==> config.mk <==
export PLATFORM = sky130hd
export DESIGN_NAME = mem_writeback_flat
export DESIGN_NICKNAME = d
export VERILOG_FILES = /design/src/rtl/mem_writeback_pkg.sv /design/src/rtl/mem_writeback_if.sv /design/src/rtl/mem_writeback.sv /design/src/flat_wrapper.sv
export SDC_FILE = /design/constraint.sdc
export NUM_CORES = 1
export LEC_CHECK = 0
export ABC_AREA = 0
export CAP_MARGIN = 30
export CORE_AREA = 2 2 163 165
export CTS_CLUSTER_SIZE = 14
export DETAILED_ROUTE_END_ITERATION = 6
export DIE_AREA = 0 0 165 167
export PLACE_DENSITY_LB_ADDON = 0.15
export SYNTH_ARGS = -nofsm -noshare
export SYNTH_HDL_FRONTEND = slang
export SYNTH_SLANG_ARGS = --single-unit
==> constraint.sdc <==
create_clock -name clk -period 17.8 [get_ports clk]
set_clock_uncertainty 0.15 [all_clocks]
set_input_delay 5.34 -clock clk [delete_from_list [all_inputs] [get_ports clk]]
set_output_delay 5.34 -clock clk [all_outputs]
set_load 0.005 [all_outputs]
==> src/rtl/mem_writeback_pkg.sv <==
// mem_writeback shared types and defaults.
// Also imported by the SDRAM loader.
package mem_writeback_pkg;

  localparam logic [21:0] DEF_SDRAM_OFFSET  = 22'h31E000;
  localparam logic [8:0]  DEF_MEM_ADDR_MAX1 = 9'h047;
  localparam logic [8:0]  DEF_MEM_ADDR_MAX2 = 9'h1CE;

  typedef enum logic [2:0] {
    IDLE,
    WAIT_RDY,
    MEM_RD,
    MEM_LAT,
    WRITE,
    NEXT,
    DONE
  } wb_state_e;

endpackage

==> src/rtl/mem_writeback_if.sv <==
// Bundle between mem_writeback, on-chip banks
// and the SDRAM controller.
interface mem_writeback_if;

  logic         start;
  logic         sdram_wait;
  logic         sdram_ac;
  logic [127:0] mem_q;
  logic [127:0] mem_q1;
  logic         sdram_wr;
  logic [21:0]  sdram_addr;
  logic [127:0] sdram_wdata;
  logic [8:0]   mem_addr;
  logic         mem_rd;
  logic         mem_rd1;
  logic         busy;
  logic         done;

  modport master (
    input  start,
    input  sdram_wait,
    input  sdram_ac,
    input  mem_q,
    input  mem_q1,
    output sdram_wr,
    output sdram_addr,
    output sdram_wdata,
    output mem_addr,
    output mem_rd,
    output mem_rd1,
    output busy,
    output done
  );

  modport slave (
    output start,
    output sdram_wait,
    output sdram_ac,
    output mem_q,
    output mem_q1,
    input  sdram_wr,
    input  sdram_addr,
    input  sdram_wdata,
    input  mem_addr,
    input  mem_rd,
    input  mem_rd1,
    input  busy,
    input  done
  );

endinterface

==> src/rtl/mem_writeback.sv <==
// Copies on-chip bank 0 then bank 1 to
// consecutive SDRAM words, one word per write.
module mem_writeback
  import mem_writeback_pkg::*;
#(
  parameter logic [21:0] SDRAM_OFFSET  = DEF_SDRAM_OFFSET,
  parameter logic [8:0]  MEM_ADDR_MAX1 = DEF_MEM_ADDR_MAX1,
  parameter logic [8:0]  MEM_ADDR_MAX2 = DEF_MEM_ADDR_MAX2
) (
  input logic            clk,
  input logic            reset,
  mem_writeback_if.master bus
);

  wb_state_e    state_q, state_d;
  logic         bank_q, bank_d;
  logic [8:0]   mem_addr_q, mem_addr_d;
  logic [21:0]  sdram_addr_q, sdram_addr_d;
  logic [127:0] wdata_q, wdata_d;
  logic         wr_q, rd_q, rd1_q;
  logic         busy_q, done_q;
  logic         last_b0, last_b1;

  assign last_b0 = !bank_q && (mem_addr_q == MEM_ADDR_MAX1);
  assign last_b1 =  bank_q && (mem_addr_q == MEM_ADDR_MAX2);

  always_comb begin
    state_d      = state_q;
    bank_d       = bank_q;
    mem_addr_d   = mem_addr_q;
    sdram_addr_d = sdram_addr_q;
    wdata_d      = wdata_q;
    unique case (state_q)
      IDLE: begin
        sdram_addr_d = SDRAM_OFFSET;
        mem_addr_d   = '0;
        bank_d       = 1'b0;
        if (bus.start) state_d = WAIT_RDY;
      end
      WAIT_RDY: begin
        if (!bus.sdram_wait) state_d = MEM_RD;
      end
      MEM_RD: state_d = MEM_LAT;
      MEM_LAT: begin
        wdata_d = bank_q ? bus.mem_q1 : bus.mem_q;
        state_d = WRITE;
      end
      WRITE: begin
        if (bus.sdram_ac) state_d = NEXT;
      end
      NEXT: begin
        // final word: park on the base address, never step past it
        if (last_b1) begin
          sdram_addr_d = SDRAM_OFFSET;
          mem_addr_d   = '0;
          bank_d       = 1'b0;
          state_d      = DONE;
        end else begin
          sdram_addr_d = sdram_addr_q + 22'd1;
          state_d      = MEM_RD;
          if (last_b0) begin
            bank_d     = 1'b1;
            mem_addr_d = '0;
          end else begin
            mem_addr_d = mem_addr_q + 9'd1;
          end
        end
      end
      DONE: begin
        sdram_addr_d = SDRAM_OFFSET;
        mem_addr_d   = '0;
        bank_d       = 1'b0;
        if (!bus.start) state_d = IDLE;
      end
      default: state_d = IDLE;
    endcase
  end

  // strobes are registered copies of the next-state decode
  always_ff @(posedge clk or posedge reset) begin
    if (reset) begin
      state_q      <= IDLE;
      bank_q       <= 1'b0;
      mem_addr_q   <= '0;
      sdram_addr_q <= SDRAM_OFFSET;
      wdata_q      <= '0;
      wr_q         <= 1'b0;
      rd_q         <= 1'b0;
      rd1_q        <= 1'b0;
      busy_q       <= 1'b0;
      done_q       <= 1'b0;
    end else begin
      state_q      <= state_d;
      bank_q       <= bank_d;
      mem_addr_q   <= mem_addr_d;
      sdram_addr_q <= sdram_addr_d;
      wdata_q      <= wdata_d;
      wr_q         <= (state_d == WRITE);
      rd_q         <= (state_d == MEM_RD) && !bank_d;
      rd1_q        <= (state_d == MEM_RD) &&  bank_d;
      busy_q       <= (state_d != IDLE) && (state_d != DONE);
      done_q       <= (state_d == DONE);
    end
  end

  assign bus.sdram_wr    = wr_q;
  assign bus.sdram_addr  = sdram_addr_q;
  assign bus.sdram_wdata = wdata_q;
  assign bus.mem_addr    = mem_addr_q;
  assign bus.mem_rd      = rd_q;
  assign bus.mem_rd1     = rd1_q;
  assign bus.busy        = busy_q;
  assign bus.done        = done_q;

endmodule
==> src/flat_wrapper.sv <==
// flat-port wrapper written by rule: the top's interface ports become plain ports
module mem_writeback_flat import mem_writeback_pkg::*;
#(
  parameter logic [21:0] SDRAM_OFFSET  = DEF_SDRAM_OFFSET,
  parameter logic [8:0]  MEM_ADDR_MAX1 = DEF_MEM_ADDR_MAX1,
  parameter logic [8:0]  MEM_ADDR_MAX2 = DEF_MEM_ADDR_MAX2
)
  (clk, reset, bus_start, bus_sdram_wait, bus_sdram_ac, bus_mem_q, bus_mem_q1, bus_sdram_wr, bus_sdram_addr, bus_sdram_wdata, bus_mem_addr, bus_mem_rd, bus_mem_rd1, bus_busy, bus_done);
  mem_writeback_if bus_i ();
  input logic clk;
  input logic reset;
  input wire logic [$bits(bus_i.start)-1:0] bus_start;
  input wire logic [$bits(bus_i.sdram_wait)-1:0] bus_sdram_wait;
  input wire logic [$bits(bus_i.sdram_ac)-1:0] bus_sdram_ac;
  input wire logic [$bits(bus_i.mem_q)-1:0] bus_mem_q;
  input wire logic [$bits(bus_i.mem_q1)-1:0] bus_mem_q1;
  output wire logic [$bits(bus_i.sdram_wr)-1:0] bus_sdram_wr;
  output wire logic [$bits(bus_i.sdram_addr)-1:0] bus_sdram_addr;
  output wire logic [$bits(bus_i.sdram_wdata)-1:0] bus_sdram_wdata;
  output wire logic [$bits(bus_i.mem_addr)-1:0] bus_mem_addr;
  output wire logic [$bits(bus_i.mem_rd)-1:0] bus_mem_rd;
  output wire logic [$bits(bus_i.mem_rd1)-1:0] bus_mem_rd1;
  output wire logic [$bits(bus_i.busy)-1:0] bus_busy;
  output wire logic [$bits(bus_i.done)-1:0] bus_done;
  assign bus_i.start = bus_start;
  assign bus_i.sdram_wait = bus_sdram_wait;
  assign bus_i.sdram_ac = bus_sdram_ac;
  assign bus_i.mem_q = bus_mem_q;
  assign bus_i.mem_q1 = bus_mem_q1;
  assign bus_sdram_wr = bus_i.sdram_wr;
  assign bus_sdram_addr = bus_i.sdram_addr;
  assign bus_sdram_wdata = bus_i.sdram_wdata;
  assign bus_mem_addr = bus_i.mem_addr;
  assign bus_mem_rd = bus_i.mem_rd;
  assign bus_mem_rd1 = bus_i.mem_rd1;
  assign bus_busy = bus_i.busy;
  assign bus_done = bus_i.done;
  mem_writeback #(.SDRAM_OFFSET(SDRAM_OFFSET), .MEM_ADDR_MAX1(MEM_ADDR_MAX1), .MEM_ADDR_MAX2(MEM_ADDR_MAX2)) u_core (.clk(clk), .reset(reset), .bus(bus_i));
endmodule
==> results of run 1 <==
==> per-stage QoR <==
step / total power [W] / std cells
global route: 0.001798 / 1544
detailed placement: 0.001323 / 1511
finish: 0.001677 / 1544
floorplan: 0.0008611 / 801
CTS: 0.001706 / 1543
global placement: 0.001309 / 1509
==> power groups by stage <==
stage                     clock, W  combinational [W]  sequential (W)
after floorplan                  0           0.000236        0.000625
after global placement           0           0.000687        0.000622
after detailed placement         0           0.000695        0.000628
after CTS                 0.000385           0.000697        0.000624
after global routing      0.000401           0.000752        0.000645
final                     0.000373           0.000681        0.000622
==> registers in the layout, summed over array words and instances, names as in the netlist <==
signal and flops:
u_core.state_q 3, u_core.bank_q 1, u_core.bus.sdram_addr 22, u_core.bus.done 1
u_core.bus.sdram_wdata 128, u_core.bus.mem_addr 9, u_core.bus.busy 1, u_core.bus.mem_rd 1
u_core.bus.sdram_wr 1, u_core.bus.mem_rd1 1
==> synthesized netlist by cell type (all sizes together) (2+ instances only) <==
library cell | number | area [sq um]
a211oi | 6 | 45.04
a31oi | 3 | 18.77
o211ai | 2 | 20.02
dfrtp | 162 | 4054
a21oi | 16 | 80.08
buf | 19 | 87.58
a2bb2oi | 2 | 17.52
or3 | 13 | 86.33
ha | 3 | 37.54
o21ai | 140 | 700.7
nand2 | 142 | 533.0
or4 | 14 | 105.1
o31ai | 12 | 90.09
nor3 | 9 | 45.04
o311ai | 3 | 26.28
or2 | 2 | 12.51
mux2i | 133 | 1331
inv | 11 | 41.29
and3 | 5 | 31.28
clkbuf | 38 | 142.6
mux2 | 2 | 22.52
nand3 | 14 | 70.07
nor2 | 6 | 22.52
nor2b | 2 | 12.51
and4 | 3 | 26.28
dfstp | 6 | 157.7
nor4 | 7 | 58.81
nand4 | 11 | 68.82
==> worst reg2reg max path: stages (launching register included) <==
cell	delay, ns
dfrtp_1	0.53
inv_1	0.21
nand3_4	0.42
buf_4	0.81
buf_4	0.80
o21ai_0	0.25
==> final cells by class <==
cell class                      instances  area, sq um  area share (%)
Multi-Input combinational cell        565         3605           27.24
Clock inverter                         14        161.4           1.220
Timing Repair Buffer                  433         4355           32.92
Tap cell                              335        419.2           3.168
Inverter                               11        46.29          0.3499
Clock buffer                           18        429.2           3.244
Sequential cell                       168         4215           31.86
==> layer usage <==
layer / part of all wire [%] / GRT usage, % / vias up
met5: 0 / 0 / -
met4: 1.6 / 5.331 / 0
met3: 5.7 / 4.334 / 23
met2: 51 / 34.02 / 236
met1: 42 / 25.32 / 3327
li1: - / - / 3659
==> kinds of logic after synthesis <==
family | after synthesis
multiplexers | 135
buffers and inverters | 68
flip-flops | 168
XOR/XNOR | 1
adder cells (fa/ha/maj) | 3
AND/OR/NAND/NOR | 236
AO/OA/AOI/OAI | 190
==> final timing paths <==
kind	start	endpoint	slack, ns	cells past startpoint
min reg2reg	u_core.bus.sdram_wdata[89]	u_core.bus.sdram_wdata[89]	0.33	2
max	u_core.bus.mem_addr[3]	bus_mem_addr[3]	10.79	1
min in group asynchronous	reset	u_core.bus.sdram_wdata[8]	5.09	2
min	u_core.bus.sdram_wdata[89]	u_core.bus.sdram_wdata[89]	0.33	2
max in group asynchronous	reset	u_core.bus.sdram_wdata[50]	11.23	3
max reg2reg	u_core.state_q[2]	u_core.bus.sdram_wdata[59]	14.48	5
==> flow_metrics.env, run 1 <==
export IMPL_fillers=2391
export IMPL_synthAdderAreaFrac_pct=0.4648
export IMPL_routabilityCongestion=0.7922
export IMPL_min_period_ns=7.011
export IMPL_synth_avg_cell_area_sq_um=10.08
export IMPL_cts_sinks=168
export IMPL_switchingPower_w=0.0005566
export IMPL_seqPwrFrac_pct=37.1
export IMPL_synth_nets=1065
export IMPL_timing_max_cap_violations=0
export IMPL_yosysWarnings=0
export IMPL_status="finished, final reports clean"
export IMPL_portBuffers=424
export IMPL_initial_core_util_pct=31.34
export IMPL_row_count=59
export IMPL_fin_crit_sh_pct=39.39
export IMPL_wl_per_cell_microns=17.81
export IMPL_postCtsHoldBufs=0
export IMPL_overflow=0
export IMPL_tightestPinTransition_ns=0.9510
export IMPL_clk_pin_slew_worst_paths_ns=0.07
export IMPL_synth_edf_count=0
export IMPL_cts_tree="built"
export IMPL_cp_data_required_time_ns=12.31
export IMPL_muxShareOfSynthArea_pct=16.76
export IMPL_crit_slowest_cell="clkdlybuf4s50_1"
export IMPL_die_w_microns=165
export IMPL_crit_family="buffers and inverters"
export IMPL_synthCells=801
export IMPL_syn_area_sq_um=8075
export IMPL_p_per_area_nw_per_um2=126.7
export IMPL_critPathLaunchType="register"
export IMPL_place_area_sq_um=12610
export IMPL_yosysSeqAreaShare_pct=52.15
export IMPL_setup_viol=0
export IMPL_cp_num_buf_inv=1
export IMPL_arrival_ns=1.52
export IMPL_drc=0
export IMPL_io_pins=425
export IMPL_fin_area_sq_um=13230
export IMPL_grt_max_degree=111
export IMPL_htreeDepth=4
export IMPL_p_clk_share_pct=22.3
export IMPL_area_growth_pct=63.85
export IMPL_fin_util_pct=51.36
export IMPL_hold_viol_final=0
export IMPL_irDropWorstVdd_uv=64.62
export IMPL_final_cell_mix="424 x clkdlybuf4s50_1, 161 x dfrtp_1, 142 x nand2_1, 140 x o21ai_0, 133 x mux2i_1"
export IMPL_critical_path_class="reg -> out"
export IMPL_synth_distinct_cells=48
export IMPL_ys_ff_latch=168
export IMPL_drt_first_pass_iters=4
export IMPL_hpwl_mm=21.37
export IMPL_die_height_microns=167
export IMPL_vias=7245
export IMPL_timing_fmax_ghz=0.1426
export IMPL_cp_end_kind="output pin"
export IMPL_leakage_nw=5.175
export IMPL_coreArea_sq_um=25760
export IMPL_grt_pass1_wl_mm=41.67
export IMPL_cts_buffer_depth=2
export IMPL_n_antenna_cell=0
export IMPL_p_comb_share_pct=40.6
export IMPL_synthXorXnorAreaFrac_pct=0.1085
export IMPL_grt_pass1_vias=7253
export IMPL_setup_ws_ns=10.79
export IMPL_fin_nets=1460
export IMPL_cts_buffers=17
export IMPL_cts_root_buf="clkbuf_16"
export IMPL_holdCritPathClass="reg -> reg"
export IMPL_setup_tns_ns=0
export IMPL_rsz0062_at_grt="no"
export IMPL_synthSimpleGateAreaFrac_pct=14.12
export IMPL_cp_max_fo=11
export IMPL_place_ws_ns=10.08
export IMPL_grtUsageTotal_pct=19.91
export IMPL_drt_total_wl_mm=27.49
export IMPL_final_common_cell="clkdlybuf4s50_1"
export IMPL_vias_per_cell=4.692
export IMPL_synth_compound_area_share_pct=13.03
export IMPL_synth_top_family_by_area="multiplexers"
export IMPL_crit_path_max_incr_delay_ns=0.57
export IMPL_synth_ff_type="dfrtp_1"
export IMPL_switching_share_pct=33.20
export IMPL_drive_above_1_share_pct=4.715
export IMPL_antenna_found_initial=0
export IMPL_ant_nets=0
export IMPL_first_iter_violations=359
export IMPL_maxSlewHeadroom_pct=36.60
export IMPL_slew_violations=0
export IMPL_cp_cell_sequence="clkdlybuf4s50_1"
export IMPL_clk_latency_ns=0.42
export IMPL_cts_resized=0
export IMPL_post_cts_setup_buffers=0
export IMPL_holdWs_ns=0.3283
export IMPL_async_flop_share_pct=100.0
export IMPL_p_int_w=0.001120
export IMPL_die_area_sq_um=27560
Note: power is estimated with default switching activity, not from simulation.
==> inputs of run 2 (changes only) <==
- CORE_AREA: 2 2 163 165 -> 2 2 167 169
- DIE_AREA: 0 0 165 167 -> 0 0 169 171
- clock period: 17.8 -> 6.27 ns (I/O delays scaled with it)
==> flow_metrics.env, run 2 (synthesis results as in run 1) <==
export IMPL_die_height_microns=171
export IMPL_slew_violations=0
export IMPL_cp_cell_sequence="clkdlybuf4s50_1"
export IMPL_vias=7299
export IMPL_fin_area_sq_um=13250
export IMPL_routabilityCongestion=0.7938
export IMPL_initial_core_util_pct=29.55
export IMPL_irDropWorstVdd_uv=175.4
export IMPL_crit_cells=1
export IMPL_setup_tns_ns=0
export IMPL_largest_reg_flops=128
export IMPL_cts_resized=0
export IMPL_maxSlewHeadroom_pct=39.23
export IMPL_grt_pass1_wl_mm=40.71
export IMPL_n_antenna_cell=0
export IMPL_fillers=2613
export IMPL_cp_num_buf_inv=1
export IMPL_first_iter_violations=460
export IMPL_holdWs_ns=0.3278
export IMPL_post_cts_setup_buffers=0
export IMPL_die_w_microns=169
export IMPL_switching_share_pct=33.45
export IMPL_die_area_sq_um=28900
export IMPL_grt_max_degree=214
export IMPL_grt_pass1_vias=6986
export IMPL_rr_worst_depth=5
export IMPL_cts_buffers=17
export IMPL_antenna_found_initial=0
export IMPL_grtUsageTotal_pct=18.42
export IMPL_cp_max_fo=11
export IMPL_stdcell_count=1554
export IMPL_cts_buffer_depth=2
export IMPL_overflow=0
export IMPL_tightestPinTransition_ns=0.9115
export IMPL_min_period_ns=3.558
export IMPL_cts_root_buf="clkbuf_16"
export IMPL_p_clk_share_pct=22.4
export IMPL_setup_ws_ns=2.712
export IMPL_postCtsHoldBufs=0
export IMPL_vias_per_cell=4.697
export IMPL_drive_above_1_share_pct=4.719
export IMPL_final_common_cell="clkdlybuf4s50_1"
export IMPL_cp_end_kind="output pin"
export IMPL_place_inst=1522
export IMPL_p_comb_share_pct=40.6
export IMPL_status="finished, final reports clean"
export IMPL_timing_fmax_ghz=0.2811
export IMPL_timing_max_cap_violations=0
export IMPL_critical_path_class="reg -> out"
export IMPL_register_area_sq_um=4215
export IMPL_switchingPower_w=0.001599
export IMPL_multiInputGateArea_sq_um=3605
export IMPL_htreeDepth=4
export IMPL_leakage_nw=5.178
export IMPL_portBuffers=424
export IMPL_wl_per_cell_microns=17.87
export IMPL_p_int_w=0.003182
export IMPL_ant_nets=0
export IMPL_hold_viol_final=0
export IMPL_clk_pin_slew_worst_paths_ns=0.07
export IMPL_critPathLaunchType="register"
export IMPL_place_area_sq_um=12630
export IMPL_arrival_ns=1.53
export IMPL_fin_crit_sh_pct=56.74
export IMPL_rsz0062_at_grt="no"
export IMPL_cts_tree="built"
export IMPL_hold_depth=2
export IMPL_crit_slowest_cell="clkdlybuf4s50_1"
export IMPL_io_pins=425
export IMPL_crit_path_max_incr_delay_ns=0.58
export IMPL_cp_data_required_time_ns=4.24
export IMPL_coreArea_sq_um=27320
export IMPL_place_ws_ns=2.848
export IMPL_drt_total_wl_mm=27.77
export IMPL_area_growth_pct=64.07
export IMPL_drc=0
export IMPL_final_cell_mix="424 x clkdlybuf4s50_1, 161 x dfrtp_1, 142 x nand2_1, 140 x o21ai_0, 133 x mux2i_1"
export IMPL_p_per_area_nw_per_um2=360.8
export IMPL_seqPwrFrac_pct=36.9
export IMPL_row_count=61
export IMPL_crit_family="buffers and inverters"
export IMPL_holdCritPathClass="reg -> reg"
export IMPL_drt_first_pass_iters=4
export IMPL_cts_sinks=168
export IMPL_setup_viol=0
export IMPL_fin_nets=1460
export IMPL_clk_latency_ns=0.42
export IMPL_hpwl_mm=21.26
[run 2: cell types whose count changed in the layout (fill, tap and decap cells not counted), sizes merged]
cell / change
clkbuf: -1
clkinv: +1
inv: -1
[run 2: final timing paths]
check | to | slack (ns) | start
hold / removal | u_core.bus.sdram_wdata[119] | 0.33 | u_core.bus.sdram_wdata[119]
setup / recovery | bus_mem_addr[3] | 2.71 | u_core.bus.mem_addr[3]
setup reg to reg | u_core.bus.mem_addr[7] | 3.82 | u_core.state_q[1]
max in group asynchronous | u_core.bus.sdram_wdata[55] | 3.36 | reset
min in group asynchronous | u_core.bus.sdram_wdata[8] | 1.69 | reset
hold reg to reg | u_core.bus.sdram_wdata[119] | 0.33 | u_core.bus.sdram_wdata[119]
[run 2: tightest hold or removal path: cells and delay by family, from the launching register on]
kind | cells | cell delay [ns]
compound gates | 1 | 0.06
flops | 1 | 0.34
simple gates | 1 | 0.05
[run 2: power groups by stage]
stage	registers [W]	clock network [W]	logic [W]
2_1_floorplan	0.00177	0	0.000671
3_3_place_gp	0.00176	0	0.00196
3_5_place_dp	0.00178	0	0.00198
4_1_cts	0.00177	0.00111	0.00198
5_1_grt	0.00183	0.00115	0.00214
6_report	0.00177	0.00107	0.00194
[run 2: layout make-up]
cell class,count,share of cell area [%]
repair buffers,433,32.91
flip-flops and latches,168,31.82
multi-input cells,565,27.21
well taps,346,3.268
clock buffers,17,3.211
clock inverters,14,1.247
inverters,11,0.3400
[run 2: layer usage]
metal / GRT usage, % / routed length [microns] / part of all wire (%) / vias up
met5: 0 / 0 / 0 / -
met4: 4.682 / 351 / 1.3 / 0
met3: 3.747 / 1470 / 5.3 / 17
met2: 31.41 / 13950 / 50 / 234
met1: 23.99 / 11990 / 43 / 3394
li1: - / - / - / 3654
[run 2: through the flow]
step	utilization (%)	power [W]
after floorplan	-	0.002445
after global placement	46.19	0.003724
after detailed placement	46.23	0.003758
after CTS	48.39	0.004866
after global routing	48.49	0.005121
final	48.49	0.004781
